$ cat src/rtl/arm_shift_pkg.sv
// Shared encodings for the ARM operand-2 shifter: shift types, decode forms, FSM states.
package arm_shift_pkg;

    localparam logic [1:0] SH_LSL = 2'b00;
    localparam logic [1:0] SH_LSR = 2'b01;
    localparam logic [1:0] SH_ASR = 2'b10;
    localparam logic [1:0] SH_ROR = 2'b11;

    localparam logic [1:0] FORM_IMM  = 2'd0;  // imm8 ROR 2*rot
    localparam logic [1:0] FORM_IMM5 = 2'd1;  // shift by 5-bit immediate
    localparam logic [1:0] FORM_REG  = 2'd2;  // shift by Rs[7:0]

    typedef enum logic [1:0] {
        ST_IDLE    = 2'd0,
        ST_WAIT_RS = 2'd1,
        ST_OUT     = 2'd2
    } state_e;

endpackage

$ cat src/rtl/shift_operand_ctrl_decode.sv
// Combinational operand-2 decode: turns form/type/amount into rotator amount, direction,
// keep-mask, fill bit and shifter carry-out. Latency 0; no flow control.
module shift_decode
    import arm_shift_pkg::*;
#(
    parameter int AMT_W = 8
) (
    input  logic [1:0]       form,
    input  logic [1:0]       sh_type,
    input  logic [AMT_W-1:0] amount,
    input  logic [31:0]      rm,
    input  logic             carry_in,
    output logic [4:0]       amt,
    output logic             dir,
    output logic [31:0]      mask,
    output logic             fill,
    output logic             carry
);

    logic [31:0] n_full;
    logic [31:0] n_eff;
    logic [4:0]  n5;
    logic [4:0]  rot2;
    logic        rrx;

    always_comb begin
        n_full = 32'(amount);
        n5     = amount[4:0];
        rot2   = {amount[3:0], 1'b0};
        n_eff  = n_full;
        rrx    = 1'b0;
        amt    = '0;
        dir    = 1'b0;
        mask   = '1;
        fill   = 1'b0;
        carry  = carry_in;

        if (form == FORM_IMM) begin
            amt = rot2;
            if (rot2 != 5'd0) begin
                carry = rm[rot2 - 5'd1];
            end
        end else begin
            // imm5 #0 encodes LSR/ASR #32 and RRX; fold those into the register-amount rules.
            if (form == FORM_IMM5 && n5 == 5'd0) begin
                n_eff = (sh_type == SH_LSR || sh_type == SH_ASR) ? 32'd32 : 32'd0;
                rrx   = (sh_type == SH_ROR);
            end
            dir = (sh_type == SH_LSL);

            if (rrx) begin
                amt   = 5'd1;
                mask  = 32'h7FFF_FFFF;
                fill  = carry_in;
                carry = rm[0];
            end else if (n_eff != 32'd0) begin
                case (sh_type)
                    SH_LSL: begin
                        if (n_eff < 32'd32) begin
                            amt   = n5;
                            mask  = 32'hFFFF_FFFF << n5;
                            carry = rm[5'd0 - n5];
                        end else begin
                            mask  = '0;
                            carry = (n_eff == 32'd32) ? rm[0] : 1'b0;
                        end
                    end
                    SH_LSR: begin
                        if (n_eff < 32'd32) begin
                            amt   = n5;
                            mask  = 32'hFFFF_FFFF >> n5;
                            carry = rm[n5 - 5'd1];
                        end else begin
                            mask  = '0;
                            carry = (n_eff == 32'd32) ? rm[31] : 1'b0;
                        end
                    end
                    SH_ASR: begin
                        fill = rm[31];
                        if (n_eff < 32'd32) begin
                            amt   = n5;
                            mask  = 32'hFFFF_FFFF >> n5;
                            carry = rm[n5 - 5'd1];
                        end else begin
                            mask  = '0;
                            carry = rm[31];
                        end
                    end
                    default: begin
                        // ROR by a non-zero multiple of 32 leaves the value but still yields rm[31].
                        if (n5 != 5'd0) begin
                            amt   = n5;
                            carry = rm[n5 - 5'd1];
                        end else begin
                            carry = rm[31];
                        end
                    end
                endcase
            end
        end
    end

endmodule

$ cat src/rtl/shift_operand_ctrl.sv
// Operand-2 control stage: accepts an op, optionally fetches Rs, presents registered rotator controls.
// Latency 1 cycle from accept (or from rs_valid); outputs held until out_ready, refill in the drain cycle.
module shift_operand_ctrl
    import arm_shift_pkg::*;
#(
    parameter int RS_BITS = 8
) (
    input  logic        clk,
    input  logic        rst_n,
    input  logic        flush,
    input  logic        in_valid,
    output logic        in_ready,
    input  logic        imm_form,
    input  logic [11:0] op2,
    input  logic [31:0] rm_data,
    input  logic        carry_in,
    output logic        rs_req,
    input  logic        rs_valid,
    input  logic [31:0] rs_data,
    output logic        out_valid,
    input  logic        out_ready,
    output logic [31:0] sh_data,
    output logic [4:0]  sh_amt,
    output logic        sh_dir_lr,
    output logic [31:0] sh_mask,
    output logic        sh_fill,
    output logic        sh_carry
);

    localparam int AMT_W = (RS_BITS > 5) ? RS_BITS : 5;

    state_e      state_q;
    logic        alive_q;
    logic [1:0]  type_q;
    logic [31:0] rm_q;
    logic        cin_q;
    logic        out_valid_q;
    logic        rs_req_q;
    logic [31:0] sh_data_q;
    logic [4:0]  sh_amt_q;
    logic        sh_dir_q;
    logic [31:0] sh_mask_q;
    logic        sh_fill_q;
    logic        sh_carry_q;

    logic             wait_rs;
    logic             accept;
    logic             reg_shift;
    logic             load_out;
    logic [1:0]       dec_form_d;
    logic [1:0]       dec_type_d;
    logic [AMT_W-1:0] dec_amount_d;
    logic [31:0]      dec_rm_d;
    logic             dec_cin_d;
    logic [4:0]       dec_amt;
    logic             dec_dir;
    logic [31:0]      dec_mask;
    logic             dec_fill;
    logic             dec_carry;
    logic             unused_ok;

    // alive_q keeps in_ready low while reset is asserted and for the first edge after it.
    assign wait_rs   = (state_q == ST_WAIT_RS);
    assign in_ready  = alive_q & ((state_q == ST_IDLE) | ((state_q == ST_OUT) & out_ready));
    assign accept    = in_valid & in_ready;
    assign reg_shift = ~imm_form & op2[4];
    assign load_out  = (accept & ~reg_shift) | (wait_rs & rs_valid);
    assign unused_ok = ^{op2[3:0], rs_data};

    assign dec_form_d   = wait_rs ? FORM_REG : (imm_form ? FORM_IMM : FORM_IMM5);
    assign dec_type_d   = wait_rs ? type_q : op2[6:5];
    assign dec_amount_d = wait_rs  ? AMT_W'(rs_data[RS_BITS-1:0]) :
                          imm_form ? AMT_W'(op2[11:8]) : AMT_W'(op2[11:7]);
    assign dec_rm_d     = wait_rs  ? rm_q :
                          imm_form ? {24'b0, op2[7:0]} : rm_data;
    assign dec_cin_d    = wait_rs ? cin_q : carry_in;

    shift_decode #(.AMT_W(AMT_W)) u_decode (
        .form     (dec_form_d),
        .sh_type  (dec_type_d),
        .amount   (dec_amount_d),
        .rm       (dec_rm_d),
        .carry_in (dec_cin_d),
        .amt      (dec_amt),
        .dir      (dec_dir),
        .mask     (dec_mask),
        .fill     (dec_fill),
        .carry    (dec_carry)
    );

    always_ff @(posedge clk or negedge rst_n) begin
        if (!rst_n) begin
            state_q     <= ST_IDLE;
            alive_q     <= 1'b0;
            type_q      <= '0;
            rm_q        <= '0;
            cin_q       <= 1'b0;
            out_valid_q <= 1'b0;
            rs_req_q    <= 1'b0;
            sh_data_q   <= '0;
            sh_amt_q    <= '0;
            sh_dir_q    <= 1'b0;
            sh_mask_q   <= '0;
            sh_fill_q   <= 1'b0;
            sh_carry_q  <= 1'b0;
        end else begin
            alive_q <= 1'b1;
            if (flush) begin
                state_q     <= ST_IDLE;
                out_valid_q <= 1'b0;
                rs_req_q    <= 1'b0;
            end else begin
                case (state_q)
                    ST_IDLE, ST_OUT: begin
                        if (accept && reg_shift) begin
                            state_q     <= ST_WAIT_RS;
                            rs_req_q    <= 1'b1;
                            out_valid_q <= 1'b0;
                            type_q      <= op2[6:5];
                            rm_q        <= rm_data;
                            cin_q       <= carry_in;
                        end else if (accept) begin
                            state_q     <= ST_OUT;
                            out_valid_q <= 1'b1;
                        end else if (state_q == ST_IDLE || out_ready) begin
                            state_q     <= ST_IDLE;
                            out_valid_q <= 1'b0;
                        end
                    end
                    ST_WAIT_RS: begin
                        if (rs_valid) begin
                            state_q     <= ST_OUT;
                            rs_req_q    <= 1'b0;
                            out_valid_q <= 1'b1;
                        end
                    end
                    default: begin
                        state_q     <= ST_IDLE;
                        out_valid_q <= 1'b0;
                        rs_req_q    <= 1'b0;
                    end
                endcase
                if (load_out) begin
                    sh_data_q  <= dec_rm_d;
                    sh_amt_q   <= dec_amt;
                    sh_dir_q   <= dec_dir;
                    sh_mask_q  <= dec_mask;
                    sh_fill_q  <= dec_fill;
                    sh_carry_q <= dec_carry;
                end
            end
        end
    end

    assign out_valid = out_valid_q;
    assign rs_req    = rs_req_q;
    assign sh_data   = sh_data_q;
    assign sh_amt    = sh_amt_q;
    assign sh_dir_lr = sh_dir_q;
    assign sh_mask   = sh_mask_q;
    assign sh_fill   = sh_fill_q;
    assign sh_carry  = sh_carry_q;

endmodule

$ cat config.mk
export PLATFORM = sky130hd
export DESIGN_NAME = shift_operand_ctrl
export DESIGN_NICKNAME = d
export VERILOG_FILES = /design/src/rtl/arm_shift_pkg.sv /design/src/rtl/shift_operand_ctrl_decode.sv /design/src/rtl/shift_operand_ctrl.sv
export SDC_FILE = /design/constraint.sdc
export NUM_CORES = 1
export LEC_CHECK = 0
export BUFFER_PORTS_ARGS = -buffer_cell sky130_fd_sc_hd__buf_2
export CORE_MARGIN = 4
export CORE_UTILIZATION = 33
export CTS_CLUSTER_SIZE = 25
export DETAILED_ROUTE_END_ITERATION = 6
export PLACE_DENSITY = 0.61
export SLEW_MARGIN = 5
export SYNTH_ARGS = -nofsm -noshare
export SYNTH_HDL_FRONTEND = slang
export SYNTH_SLANG_ARGS = --single-unit
$ cat constraint.sdc
create_clock -name clk -period 4.5 [get_ports clk]
set_input_delay 0 -clock clk [delete_from_list [all_inputs] [get_ports clk]]
set_output_delay 0 -clock clk [all_outputs]
set_load 0.01 [all_outputs]
==> summary.md <==
| Metric | Value |
|---|---|
| Run status | finished, final reports clean |
| TNS Setup | 0 ns |
| Total clock sinks | ~110 |
| First-pass GRT wire length | roughly 35000 um |
| Port bufs | approximately 130 |
| Final min period | roughly 4.2 ns |
| Post-synth EDFFs | 0 |
| Max Clock Freq | 238.7 MHz |
| Final Power | between 3000 and 4000 uW |
| Mapped Area | between 0.006 and 0.007 sq mm |
| Power density cells | approximately 370 mW/mm^2 |
| Vias per inst | around 5.4 |
| Initial core utilization | 0.3380 |
| CTS tree | done |
| Final period utilization | 0.9309 |
| Post-synthesis cell type count | 69 |
| TritonCTS buffer count | 9 |
| Yosys top cell area share | 0.4036 |
| Reg clk slew, reported paths | 0.08 ns |
| Detailed Route WL | 22450 um |
| Syn_nets | about 860 |
| Least-Margin Pin Slew | 1.019 ns |
| Filler cells | 2055 |
| TritonRoute pass-1 iters | 5 |
| CP Data Required Time | between 4 and 5 ns |
| Primary FF master, synth | dfrtp_1 |
| Startpoint types | register |
| RSZ-0062 raised after global routing | false |
| Largest net degree at the start of global routing | 80 |
| Leakage | ~0.0038 uW |
| Setup crit end kind | register |
| P&R area growth vs syn | 23.34% |
| Root Buffer | clkbuf_16 |
| Grt ovf | 0 |
| Commonest cells after routing, fill and taps aside | buf_2 (133), dfrtp_1 (111), nand2_1 (90), nor2_1 (74) |
| Max FO, Critical Path | 11 |
| Clk_skew | about 0.0063 ns |
| Clock Path Buffers | 2 |
| Syn Inst Count | 760 |
| Gpl congestion | approximately 0.94 |
| Ys Warns | 0 |
| GRT Util Overall | 0.1898 |
| Post-DP HPWL | 16390 um |
| FF+latch count, synth | approximately 110 |
| Post-route ant nets | 0 |
| Cell taking the most area after synthesis | dfrtp_1 |
| Final #Nets | 1002 |
| Max_cap viols | 0 |
| Die footprint | 0.02323 sq mm |
| Final hold vios | 0 |
| Ys async rst share | 1.000 |
| Rel. slew slack | 0.3198 |
| Ranking of synthesized cells by area | dfrtp_1 (40%), mux2_2 (8.2%), mux2i_1 (5.1%) |
| Vias | 6371 |
| Vias in the first global route | 6184 |
| DRC Markers | 0 |
| Avg Cell Area, Syn | 9.056 sq um |
| Share of post-route cells with drive strength above 1 | 0.2591 |
| Initial antenna violation count | 1 |
| Std-Cell Rows | 52 |
| Seq/Total Area, Yosys | 0.4036 |
| Initial DRC count | 553 |
| Most common cell after layout, fill and taps aside | buf_2 |
| Num ports | 159 |
| Clock Latency Late Sink | 0.36 ns |
| CORE AREA | between 0.02 and 0.025 sq mm |
| H-tree level count | 3 |
| Fin. max-slew vios | 0 |
| Die W | between 150 and 200 um |
| Die height | 152.4 um |
| WS Path Type | register to register |
| Final setup violation count | 0 |
| VDD IR-drop max | 0.0001993 V |
| WP data arrival | roughly 4.4 ns |
| Min-Delay Path Class | input port to register |
| Avg WL per Cell | ~19 um |
## kinds of logic (layout without fill, tap and decap cells)
logic type               after synthesis  in the layout  share of synthesized area
AO/OA/AOI/OAI                        218            218                     0.1985
XOR/XNOR                               3              3                   0.004909
adder cells (fa/ha/maj)               11             11                    0.02000
buffers and inverters                 68            219                    0.04581
flip-flops                           111            111                     0.4036
multiplexers                          92             92                     0.1532
other                                  1              2                  0.0005448
AND/OR/NAND/NOR                      256            256                     0.1734
## registers in the layout (all words and copies together), names as in the netlist
register   flops
sh_data       32
sh_carry       1
sh_mask       32
sh_dir_lr      1
state_q        2
sh_fill        1
rm_q          32
sh_amt         5
rs_req         1
cin_q          1
type_q         2
alive_q        1
## layer usage
| metal | routed length, um | GRT usage | part of all wire | vias up |
|---|---|---|---|---|
| met4 | 415 | 0.05685 | 0.018 | 0 |
| li1 | - | - | - | 3061 |
| met1 | 10990 | 0.2888 | 0.49 | 3030 |
| met3 | 1562 | 0.03891 | 0.070 | 26 |
| met5 | 0 | 0 | 0 | - |
| met2 | 9484 | 0.2707 | 0.42 | 254 |
## critical path, cell delays in order, from the launching register on
cell and delay (ns):
dfrtp_1 0.45, nand2b_2 0.24, mux2i_2 0.25, ha_1 0.21
inv_1 0.08, or4_1 0.52, nand2_1 0.14, ha_1 0.28
nor3b_1 0.20, mux2i_1 0.15, nand2_1 0.22, nor2_1 0.11
or3_1 0.42, or3_4 0.42, o32a_1 0.37
## repair_timing
item / in CTS / in global routing
gates resized for setup: 0 / 1
buffers inserted: 0 / 0
hold buffers: 41 / 0
setup endpoints to repair: 0 / 11
endpoints found under the hold margin: 100 / 0
## synth_stat cells, drive strengths merged (3+ instances only)
master / n
ha: 11
or4: 5
a2111oi: 3
o31ai: 5
a21oi: 65
o21ai: 64
nand3: 9
o32ai: 3
nor2b: 18
nand4: 4
mux2: 51
nand2: 90
xnor2: 3
nor3b: 12
a22oi: 3
and2: 4
o32a: 11
nor2: 74
a211o: 5
inv: 12
a32oi: 3
nor3: 16
buf: 21
a31oi: 7
a211oi: 7
dfrtp: 111
nand2b: 10
o22ai: 18
clkbuf: 35
or3: 6
mux2i: 39
## power by group
| part | switching (uW) | total (uW) | internal (uW) |
|---|---|---|---|
| Clock | 379 | 812 | 433 |
| Combinational | 556 | 985 | 429 |
| Sequential | 146 | 1370 | 1220 |
## final timing paths
check,start,endpoint,slack [ns],cells after the start
max in group asynchronous,rst_n,sh_mask[9]$_DFFE_PN0P_,3.08,3
min,op2[10],sh_amt[3]$_DFFE_PN0P_,0.03,3
max reg2reg,state_q[1]$_DFFE_PN0P_,sh_mask[12]$_DFFE_PN0P_,0.31,14
max,state_q[1]$_DFFE_PN0P_,sh_mask[12]$_DFFE_PN0P_,0.31,14
min in group asynchronous,rst_n,rm_q[26]$_DFFE_PN0P_,0.28,2
min reg2reg,sh_mask[31]$_DFFE_PN0P_,sh_mask[31]$_DFFE_PN0P_,0.48,2
## through the flow
step           hold WS (ns)  area [sq um]  worst slack, ns    util  instances
2_1_floorplan       -0.2956          6883          0.09278       -        760
4_1_cts             0.01054          8482           0.1869  0.4165       1181
5_1_grt             0.04971          8489          0.01240  0.4169       1182
3_5_place_dp         0.1500          7776           0.2050  0.3819       1125
6_report            0.02831          8489           0.3111  0.4169       1182
3_3_place_gp         0.1502          7776           0.3181  0.3819       1125
## layout make-up
cell class                 count  area [sq um]  area share
antenna                        1         2.502   0.0002948
clock buffer                   9         225.2     0.02653
clock inverter                 6         70.07    0.008254
inverter                      12         45.04    0.005306
multi-input combinational    581          3820      0.4500
sequential                   111          2778      0.3272
tap                          270         337.8     0.03979
timing repair buffer         192          1211      0.1427
(Power assumes the default switching activity.)
